## config.mk

```make
export PLATFORM = sky130hd
export DESIGN_NAME = alu_seq
export DESIGN_NICKNAME = d
export VERILOG_FILES = /design/src/rtl/alu_seq.sv
export SDC_FILE = /design/constraint.sdc
export NUM_CORES = 1
export LEC_CHECK = 0
export ABC_AREA = 0
export ABC_CLOCK_PERIOD_IN_PS = 5660
export BUFFER_PORTS_ARGS = -buffer_cell sky130_fd_sc_hd__buf_4
export CAP_MARGIN = 0
export CORE_ASPECT_RATIO = 1.5
export CORE_MARGIN = 5
export CORE_UTILIZATION = 65
export DETAILED_ROUTE_END_ITERATION = 6
export PLACE_DENSITY = 0.84
export SLEW_MARGIN = 20
export SYNTH_ARGS = -nofsm -noshare
export SYNTH_HDL_FRONTEND = slang
export SYNTH_SLANG_ARGS = --single-unit
```

## constraint.sdc

```tcl
create_clock -name Clk -period 5.66 [get_ports Clk]
set_input_delay 1.132 -clock Clk [delete_from_list [all_inputs] [get_ports Clk]]
set_output_delay 1.132 -clock Clk [all_outputs]
set_load 0.05 [all_outputs]
```

## src/rtl/alu_seq.sv

```systemverilog
// Clocked ALU for the execute stage. Single-cycle ops finish in one cycle, and
// multiply, divide and remainder iterate one bit per cycle behind Busy.
module alu_seq #(
  parameter int WIDTH = 32,
  parameter int SHW   = 5
) (
  input  logic             Clk,
  input  logic             Reset,
  input  logic             Start,
  input  logic [WIDTH-1:0] A,
  input  logic [WIDTH-1:0] B,
  input  logic [3:0]       Op,
  output logic             Busy,
  output logic             Done,
  output logic [WIDTH-1:0] Out,
  output logic             Zero,
  output logic             Ovf,
  output logic             DivZero
);

  localparam logic [1:0] IDLE = 2'd0;
  localparam logic [1:0] RUN  = 2'd1;
  localparam logic [1:0] DONE = 2'd2;

  localparam logic [3:0] OP_ADD  = 4'b0000;
  localparam logic [3:0] OP_SUB  = 4'b0001;
  localparam logic [3:0] OP_AND  = 4'b0010;
  localparam logic [3:0] OP_OR   = 4'b0011;
  localparam logic [3:0] OP_NOT  = 4'b0100;
  localparam logic [3:0] OP_MUL  = 4'b0101;
  localparam logic [3:0] OP_DIVU = 4'b0110;
  localparam logic [3:0] OP_REMU = 4'b0111;
  localparam logic [3:0] OP_SRA  = 4'b1000;
  localparam logic [3:0] OP_SRL  = 4'b1001;
  localparam logic [3:0] OP_SLL  = 4'b1010;
  localparam logic [3:0] OP_ROL  = 4'b1100;
  localparam logic [3:0] OP_ROR  = 4'b1101;

  localparam logic [SHW:0] CNT_INIT = WIDTH[SHW:0];

  logic [1:0]       state_reg, state_next;
  logic [3:0]       op_reg, op_next;
  logic [SHW:0]     cnt_reg, cnt_next;
  logic [WIDTH-1:0] acc_reg, acc_next;
  logic [WIDTH-1:0] opa_reg, opa_next;
  logic [WIDTH-1:0] opb_reg, opb_next;
  logic [WIDTH-1:0] out_reg, out_next;
  logic             ovf_reg, ovf_next;
  logic             dz_reg, dz_next;

  logic [SHW-1:0]   sh;
  logic [SHW:0]     rsh;
  logic [WIDTH-1:0] sum, diff;
  logic [WIDTH-1:0] alu_res;
  logic             alu_ovf, alu_dz, multi;

  logic [WIDTH-1:0] mul_acc;
  logic [WIDTH:0]   rem_sh;
  logic [WIDTH-1:0] rem_sub, div_rem, div_quo;
  logic             div_ge;

  // Single-cycle datapath straight from the input operands.
  always_comb begin
    sh      = B[SHW-1:0];
    rsh     = CNT_INIT - {1'b0, sh};
    sum     = A + B;
    diff    = A - B;
    alu_res = '0;
    alu_ovf = 1'b0;
    alu_dz  = 1'b0;
    case (Op)
      OP_ADD: begin
        alu_res = sum;
        alu_ovf = (A[WIDTH-1] == B[WIDTH-1]) && (sum[WIDTH-1] != A[WIDTH-1]);
      end
      OP_SUB: begin
        alu_res = diff;
        alu_ovf = (A[WIDTH-1] != B[WIDTH-1]) && (diff[WIDTH-1] != A[WIDTH-1]);
      end
      OP_AND:  alu_res = A & B;
      OP_OR:   alu_res = A | B;
      OP_NOT:  alu_res = ~A;
      OP_SRA:  alu_res = $signed(A) >>> sh;
      OP_SRL:  alu_res = A >> sh;
      OP_SLL:  alu_res = A << sh;
      // A shift by rsh == WIDTH yields zero, so amount 0 returns A.
      OP_ROL:  alu_res = (A << sh) | (A >> rsh);
      OP_ROR:  alu_res = (A >> sh) | (A << rsh);
      OP_DIVU: begin
        alu_res = '1;
        alu_dz  = 1'b1;
      end
      OP_REMU: begin
        alu_res = A;
        alu_dz  = 1'b1;
      end
      default: alu_res = '0;
    endcase
    multi = (Op == OP_MUL) || (((Op == OP_DIVU) || (Op == OP_REMU)) && (B != '0));
  end

  // Iteration step: acc is the product or partial remainder, opa the
  // multiplicand or dividend/quotient, opb the multiplier or divisor.
  always_comb begin
    mul_acc = acc_reg + (opb_reg[0] ? opa_reg : '0);
    rem_sh  = {acc_reg, opa_reg[WIDTH-1]};
    div_ge  = rem_sh >= {1'b0, opb_reg};
    rem_sub = rem_sh[WIDTH-1:0] - opb_reg;
    div_rem = div_ge ? rem_sub : rem_sh[WIDTH-1:0];
    div_quo = {opa_reg[WIDTH-2:0], div_ge};
  end

  always_comb begin
    state_next = state_reg;
    op_next    = op_reg;
    cnt_next   = cnt_reg;
    acc_next   = acc_reg;
    opa_next   = opa_reg;
    opb_next   = opb_reg;
    out_next   = out_reg;
    ovf_next   = ovf_reg;
    dz_next    = dz_reg;
    case (state_reg)
      RUN: begin
        cnt_next = cnt_reg - 1'b1;
        if (op_reg == OP_MUL) begin
          acc_next = mul_acc;
          opa_next = opa_reg << 1;
          opb_next = opb_reg >> 1;
        end else begin
          acc_next = div_rem;
          opa_next = div_quo;
        end
        if (cnt_reg == 1) begin
          state_next = DONE;
          ovf_next   = 1'b0;
          dz_next    = 1'b0;
          if (op_reg == OP_MUL)       out_next = mul_acc;
          else if (op_reg == OP_DIVU) out_next = div_quo;
          else                        out_next = div_rem;
        end
      end
      default: begin
        // IDLE and DONE both accept a new request.
        if (Start) begin
          if (multi) begin
            state_next = RUN;
            op_next    = Op;
            cnt_next   = CNT_INIT;
            acc_next   = '0;
            opa_next   = A;
            opb_next   = B;
          end else begin
            state_next = DONE;
            out_next   = alu_res;
            ovf_next   = alu_ovf;
            dz_next    = alu_dz;
          end
        end else begin
          state_next = IDLE;
        end
      end
    endcase
  end

  always_ff @(posedge Clk) begin
    if (Reset) begin
      state_reg <= IDLE;
      op_reg    <= '0;
      cnt_reg   <= '0;
      acc_reg   <= '0;
      opa_reg   <= '0;
      opb_reg   <= '0;
      out_reg   <= '0;
      ovf_reg   <= 1'b0;
      dz_reg    <= 1'b0;
    end else begin
      state_reg <= state_next;
      op_reg    <= op_next;
      cnt_reg   <= cnt_next;
      acc_reg   <= acc_next;
      opa_reg   <= opa_next;
      opb_reg   <= opb_next;
      out_reg   <= out_next;
      ovf_reg   <= ovf_next;
      dz_reg    <= dz_next;
    end
  end

  assign Busy    = (state_reg == RUN);
  assign Done    = (state_reg == DONE);
  assign Out     = out_reg;
  assign Zero    = (out_reg == '0);
  assign Ovf     = ovf_reg;
  assign DivZero = dz_reg;

endmodule

```

==> flow_summary.yaml, run 1 <==
global_route:
  grt-ovfl-total: 182
  grt_pass1_wl_mm: 191
  groute.usage.overall: 0.607
  grt_max_degree: 80
  grt_pass1_vias: 30300
place:
  numPortBuffers: 107
  numPlacedInstances: 3762
  hpwlAfterDp_mm: 85.2
  dp_worst_setup_slack_ns: 0.586
  gp_congestion: 1.55
synthesis:
  asyncSetResetFlopFracSynth: 0
  synth_sequential_area_ratio: 0.121
  postSynthCellCount: 3378
  synthDominantCellAreaShare: 0.121
  synth.area.top_cells: "sky130_fd_sc_hd__dfxtp_1 (12%), sky130_fd_sc_hd__ha_1 (9.2%), sky130_fd_sc_hd__nor2_1 (6.7%)"
  ys_warn_count: 0
  post_synthesis_net_count: 3625
  syn_avg_cell_area_sq_um: 6.93
  syn_area_sq_um: 23400
  post-synth-top-count-cell: "sky130_fd_sc_hd__nor2_1"
  number_of_synthesized_flops_with_an_enable_pin: 0
  synthDominantAreaCellType: "sky130_fd_sc_hd__dfxtp_1"
  synth.top_cells.by_count: "sky130_fd_sc_hd__nor2_1 (417), sky130_fd_sc_hd__nand2_1 (380), sky130_fd_sc_hd__a21oi_1 (288)"
  synth_cell_types: 101
  ys_ff_latch: 142
  synth-main-ff-cell: "sky130_fd_sc_hd__dfxtp_1"
die:
  die-height_microns: 242
  die-width_microns: 165
  core.rowCount: 85
  io_pins: 108
  start_util: 0.655
cts:
  tritoncts.num_buffers: 17
  cts_max_path_buffers: 2
  ctsHtreeMaxLevel: 4
  cts_hold_buffers: 0
  cts_setup_buffers: 0
  tritoncts_num_sinks: 142
  cts_root_buf: "sky130_fd_sc_hd__clkbuf_16"
  cts_resized: 0
status:
  run.stop_error: "[ERROR GRT-0116] Global routing finished with congestion. Check the congestion regions in the DRC Viewer."
  run_status: "aborted with a tool error"
  lastStage: "global routing"
-- layer usage --
metal,overflow,GRT usage
met5,0,0.0593
met4,76,0.595
met3,5,0.390
met2,99,0.785
met1,2,0.639
-- logic make-up after synthesis --
group,after synthesis,share of synthesized area
AO/OA/AOI/OAI,1144,0.329
flip-flops,142,0.121
XOR/XNOR,72,0.0277
buffers and inverters,427,0.0748
adder cells (fa/ha/maj),176,0.0953
AND/OR/NAND/NOR,1172,0.225
multiplexers,245,0.127
-- per-stage QoR --
stage / instance area (sq um) / hold WS [ns]
4_1_cts: 24900 / 0.472
3_5_place_dp: 24300 / 0.457
3_3_place_gp: 24300 / 0.450
2_1_floorplan: 23400 / 0.432
==> run 2: changes to the inputs <==
CORE_ASPECT_RATIO = unset   (was 1.5)
CORE_UTILIZATION = 40   (was 65)
PLACE_DENSITY = unset   (was 0.84)
PLACE_DENSITY_LB_ADDON = 0.15   (was unset)
==> run 2 against run 1 <==
  * The run now ends clean
  * Synthesized cell count is the same
  * Synthesized area unchanged
==> flow_summary.yaml, run 2 <==
timing:
  final.setup.worst_slack_ns: 0.559
  finalMaxSlewViolations: 0
  final.period_utilization: 0.901
  hold_slack_ns: 0.479
  worst_slew_margin_rel: 0.191
  totalNegativeSetupSlack_ns: 0
  period_minus_slack_ns: 5.10
  worst-slew-pin-transition_ns: 1.21
  setup_viol_count_final: 0
  fmaxAchievable_ghz: 0.196
  grt_setup_unrepaired: "no"
  timing.final.hold_violations: 0
  final_clock_skew_ns: 0.0127
cts:
  ctsHtreeMaxLevel: 4
  tritoncts_clock_tree: "yes"
  cts_max_path_buffers: 2
  tritoncts.num_buffers: 17
  clock_transition_at_the_registers_of_the_reported_paths_ns: 0.06
  cts_hold_buffers: 0
  cts_setup_buffers: 0
  tritoncts_num_sinks: 142
  cts_resized: 0
  worst_skew_pair.late_latency_ns: 0.45
  cts_root_buf: "sky130_fd_sc_hd__clkbuf_16"
job:
  max_cap_violations: 0
critical_path:
  cp_slowest_cell: "sky130_fd_sc_hd__nor4bb_1"
  crit-reg2reg-launch: "opa_reg[0]$_SDFFE_PP0P_"
  cp-startpoint: "B[1]"
  cp_slowest_stage_delay_ns: 0.98
  timing.critical_path.to_type: "flop"
  critical_path_rt_ns: 5.94
  critical_path_peak_fanout: 16
  crit_type: "in -> reg"
  critical_path.startpoint_type: "input port"
  reg2reg_to: "Out[24]$_SDFFE_PP0P_"
  reg2reg_depth: 14
  timing.critical_path.cells: "buf_4 -> inv_2 -> ha_1 -> nor4bb_1 -> nand4_1 -> nor3_1 -> o311a_1 -> or2_2 -> o2111ai_1 -> a2111oi_0 -> o211ai_1 -> nand2_1 -> a311oi_1"
  r2r_slack_ns: 1.19
  worst_ep_arrival_ns: 5.38
place:
  gp_congestion: 1.09
  dp_worst_setup_slack_ns: 0.280
  hpwlAfterDp_mm: 113
  numPortBuffers: 107
synthesis:
  post_synthesis_net_count: 3625
  synth_sequential_area_ratio: 0.121
  synth.area.top_cells: "sky130_fd_sc_hd__dfxtp_1 (12%), sky130_fd_sc_hd__ha_1 (9.2%), sky130_fd_sc_hd__nor2_1 (6.7%)"
  post-synth-top-count-cell: "sky130_fd_sc_hd__nor2_1"
  synthDominantCellAreaShare: 0.121
  asyncSetResetFlopFracSynth: 0
  synthDominantAreaCellType: "sky130_fd_sc_hd__dfxtp_1"
  postSynthCellCount: 3378
  syn_area_sq_um: 23400
  synth-main-ff-cell: "sky130_fd_sc_hd__dfxtp_1"
  synth_cell_types: 101
  syn_avg_cell_area_sq_um: 6.93
  ys_warn_count: 0
  synth.top_cells.by_count: "sky130_fd_sc_hd__nor2_1 (417), sky130_fd_sc_hd__nand2_1 (380), sky130_fd_sc_hd__a21oi_1 (288)"
  ys_ff_latch: 142
  number_of_synthesized_flops_with_an_enable_pin: 0
global_route:
  grt_pass1_wl_mm: 201
  grt_pass1_vias: 27400
  groute.usage.overall: 0.428
  antenna_found_initial: 14
  grt_max_degree: 87
  grt-ovfl-total: 0
cells_and_area:
  most_common_library_cell_in_the_layout_ignoring_fill_and_taps: "sky130_fd_sc_hd__nor2_1"
  nets: 3623
  finish.utilization: 0.447
  layout.cells.most_common_list: "sky130_fd_sc_hd__nor2_1 (412), sky130_fd_sc_hd__nand2_1 (379), sky130_fd_sc_hd__a21oi_1 (287)"
  syn_to_layout_area_delta_pct: 10.4
  drive_gt1_frac: 0.134
  layout.filler_cells: 6006
hold_path:
  worst_hold_startpoint: "op_reg[3]$_SDFFE_PP0P_"
  timing.hold.worst_path_depth: 1
  min_path_type: "reg -> reg"
  hold-path-endpoint: "op_reg[3]$_SDFFE_PP0P_"
routing:
  drt-wirelength-per-cell_microns: 34.4
  dr_total_vias: 29400
  viasPerCell: 7.06
  drt.antenna.violating_nets: 0
  first_iter_violations: 3960
  number_of_iterations_in_the_first_detailed_routing_pass: 7
  totalWireLength_mm: 143
  route.detailed.drc: 0
die:
  die-height_microns: 252
  start_util: 0.405
  die_area_sq_um: 63500
  die-width_microns: 252
  core_region_area_sq_um: 57800
  io_pins: 108
  core.rowCount: 88
status:
  run_status: "finished, final reports clean"
power_and_ir_drop:
  worst_ir_drop_vdd_uv: 245
  p_leak_nw: 10.6
  design_power_total_mw: 5.18
  cellPowerDensity_nw_per_um2: 200
run 2: worst max-delay path by stage:
stage / depth (start not counted) / end / slack (ns)
floorplan: 16 / Out[25]$_SDFFE_PP0P_ / 1.0
global placement: 13 / Out[8]$_SDFFE_PP0P_ / 0.27
detailed placement: 13 / Out[8]$_SDFFE_PP0P_ / 0.28
CTS: 13 / Out[8]$_SDFFE_PP0P_ / 0.73
global route: 13 / Out[25]$_SDFFE_PP0P_ / 0.51
finish: 13 / Out[8]$_SDFFE_PP0P_ / 0.56
run 2: cell type report:
| class | instances | area (sq um) | share of cell area |
|---|---|---|---|
| inverters | 148 | 556 | 0.0215 |
| clock buffers | 18 | 429 | 0.0166 |
| flip-flops and latches | 142 | 2840 | 0.110 |
| diodes | 8 | 20.0 | 0.000774 |
| repair buffers | 258 | 1990 | 0.0769 |
| clock inverters | 14 | 146 | 0.00566 |
| multi-input cells | 2809 | 18900 | 0.732 |
| well taps | 765 | 957 | 0.0370 |
run 2: cell families (layout without fill, tap and decap cells):
| family | count (synthesis) | after routing | synth area share |
|---|---|---|---|
| and+or+nand+nor | 1172 | 1172 | 0.225 |
| AOI/OAI and AO/OA | 1144 | 1144 | 0.329 |
| buffers and inverters | 427 | 438 | 0.0748 |
| muxes | 245 | 245 | 0.127 |
| adders and majority gates | 176 | 176 | 0.0953 |
| DFF | 142 | 142 | 0.121 |
| xor gates and xnor gates | 72 | 72 | 0.0277 |
| other | 0 | 8 | 0 |
run 2: critical path: cells and delay by family:
kind | cells | cell delay (ns)
AO/OA/AOI/OAI | 5 | 1.31
adder cells (fa/ha/maj) | 1 | 0.51
buffers and inverters | 2 | 0.27
AND/OR/NAND/NOR | 5 | 2.15
run 2: where the power goes:
group | internal [mW] | switching (mW) | leakage, nW
combinational | 0.930 | 1.98 | 9.16
sequential | 1.06 | 0.0777 | 1.16
clock | 0.647 | 0.476 | 0.276
total | 2.64 | 2.54 | 10.6
run 2: through the flow:
step	instance area, sq um	cells
global placement	25300	4122
global route	25800	4154
floorplan	23400	3378
finish	25800	4162
detailed placement	25300	4122
CTS	25800	4154
run 2: per-layer routing:
metal / global-route usage / share of wire / up-vias
li1: - / - / 12500
met1: 0.536 / 0.38 / 14200
met2: 0.655 / 0.43 / 2178
met3: 0.124 / 0.12 / 488
met4: 0.252 / 0.076 / 20
met5: 0 / 0.0011 / -
No activity file was read; power rests on OpenSTA's default activity.
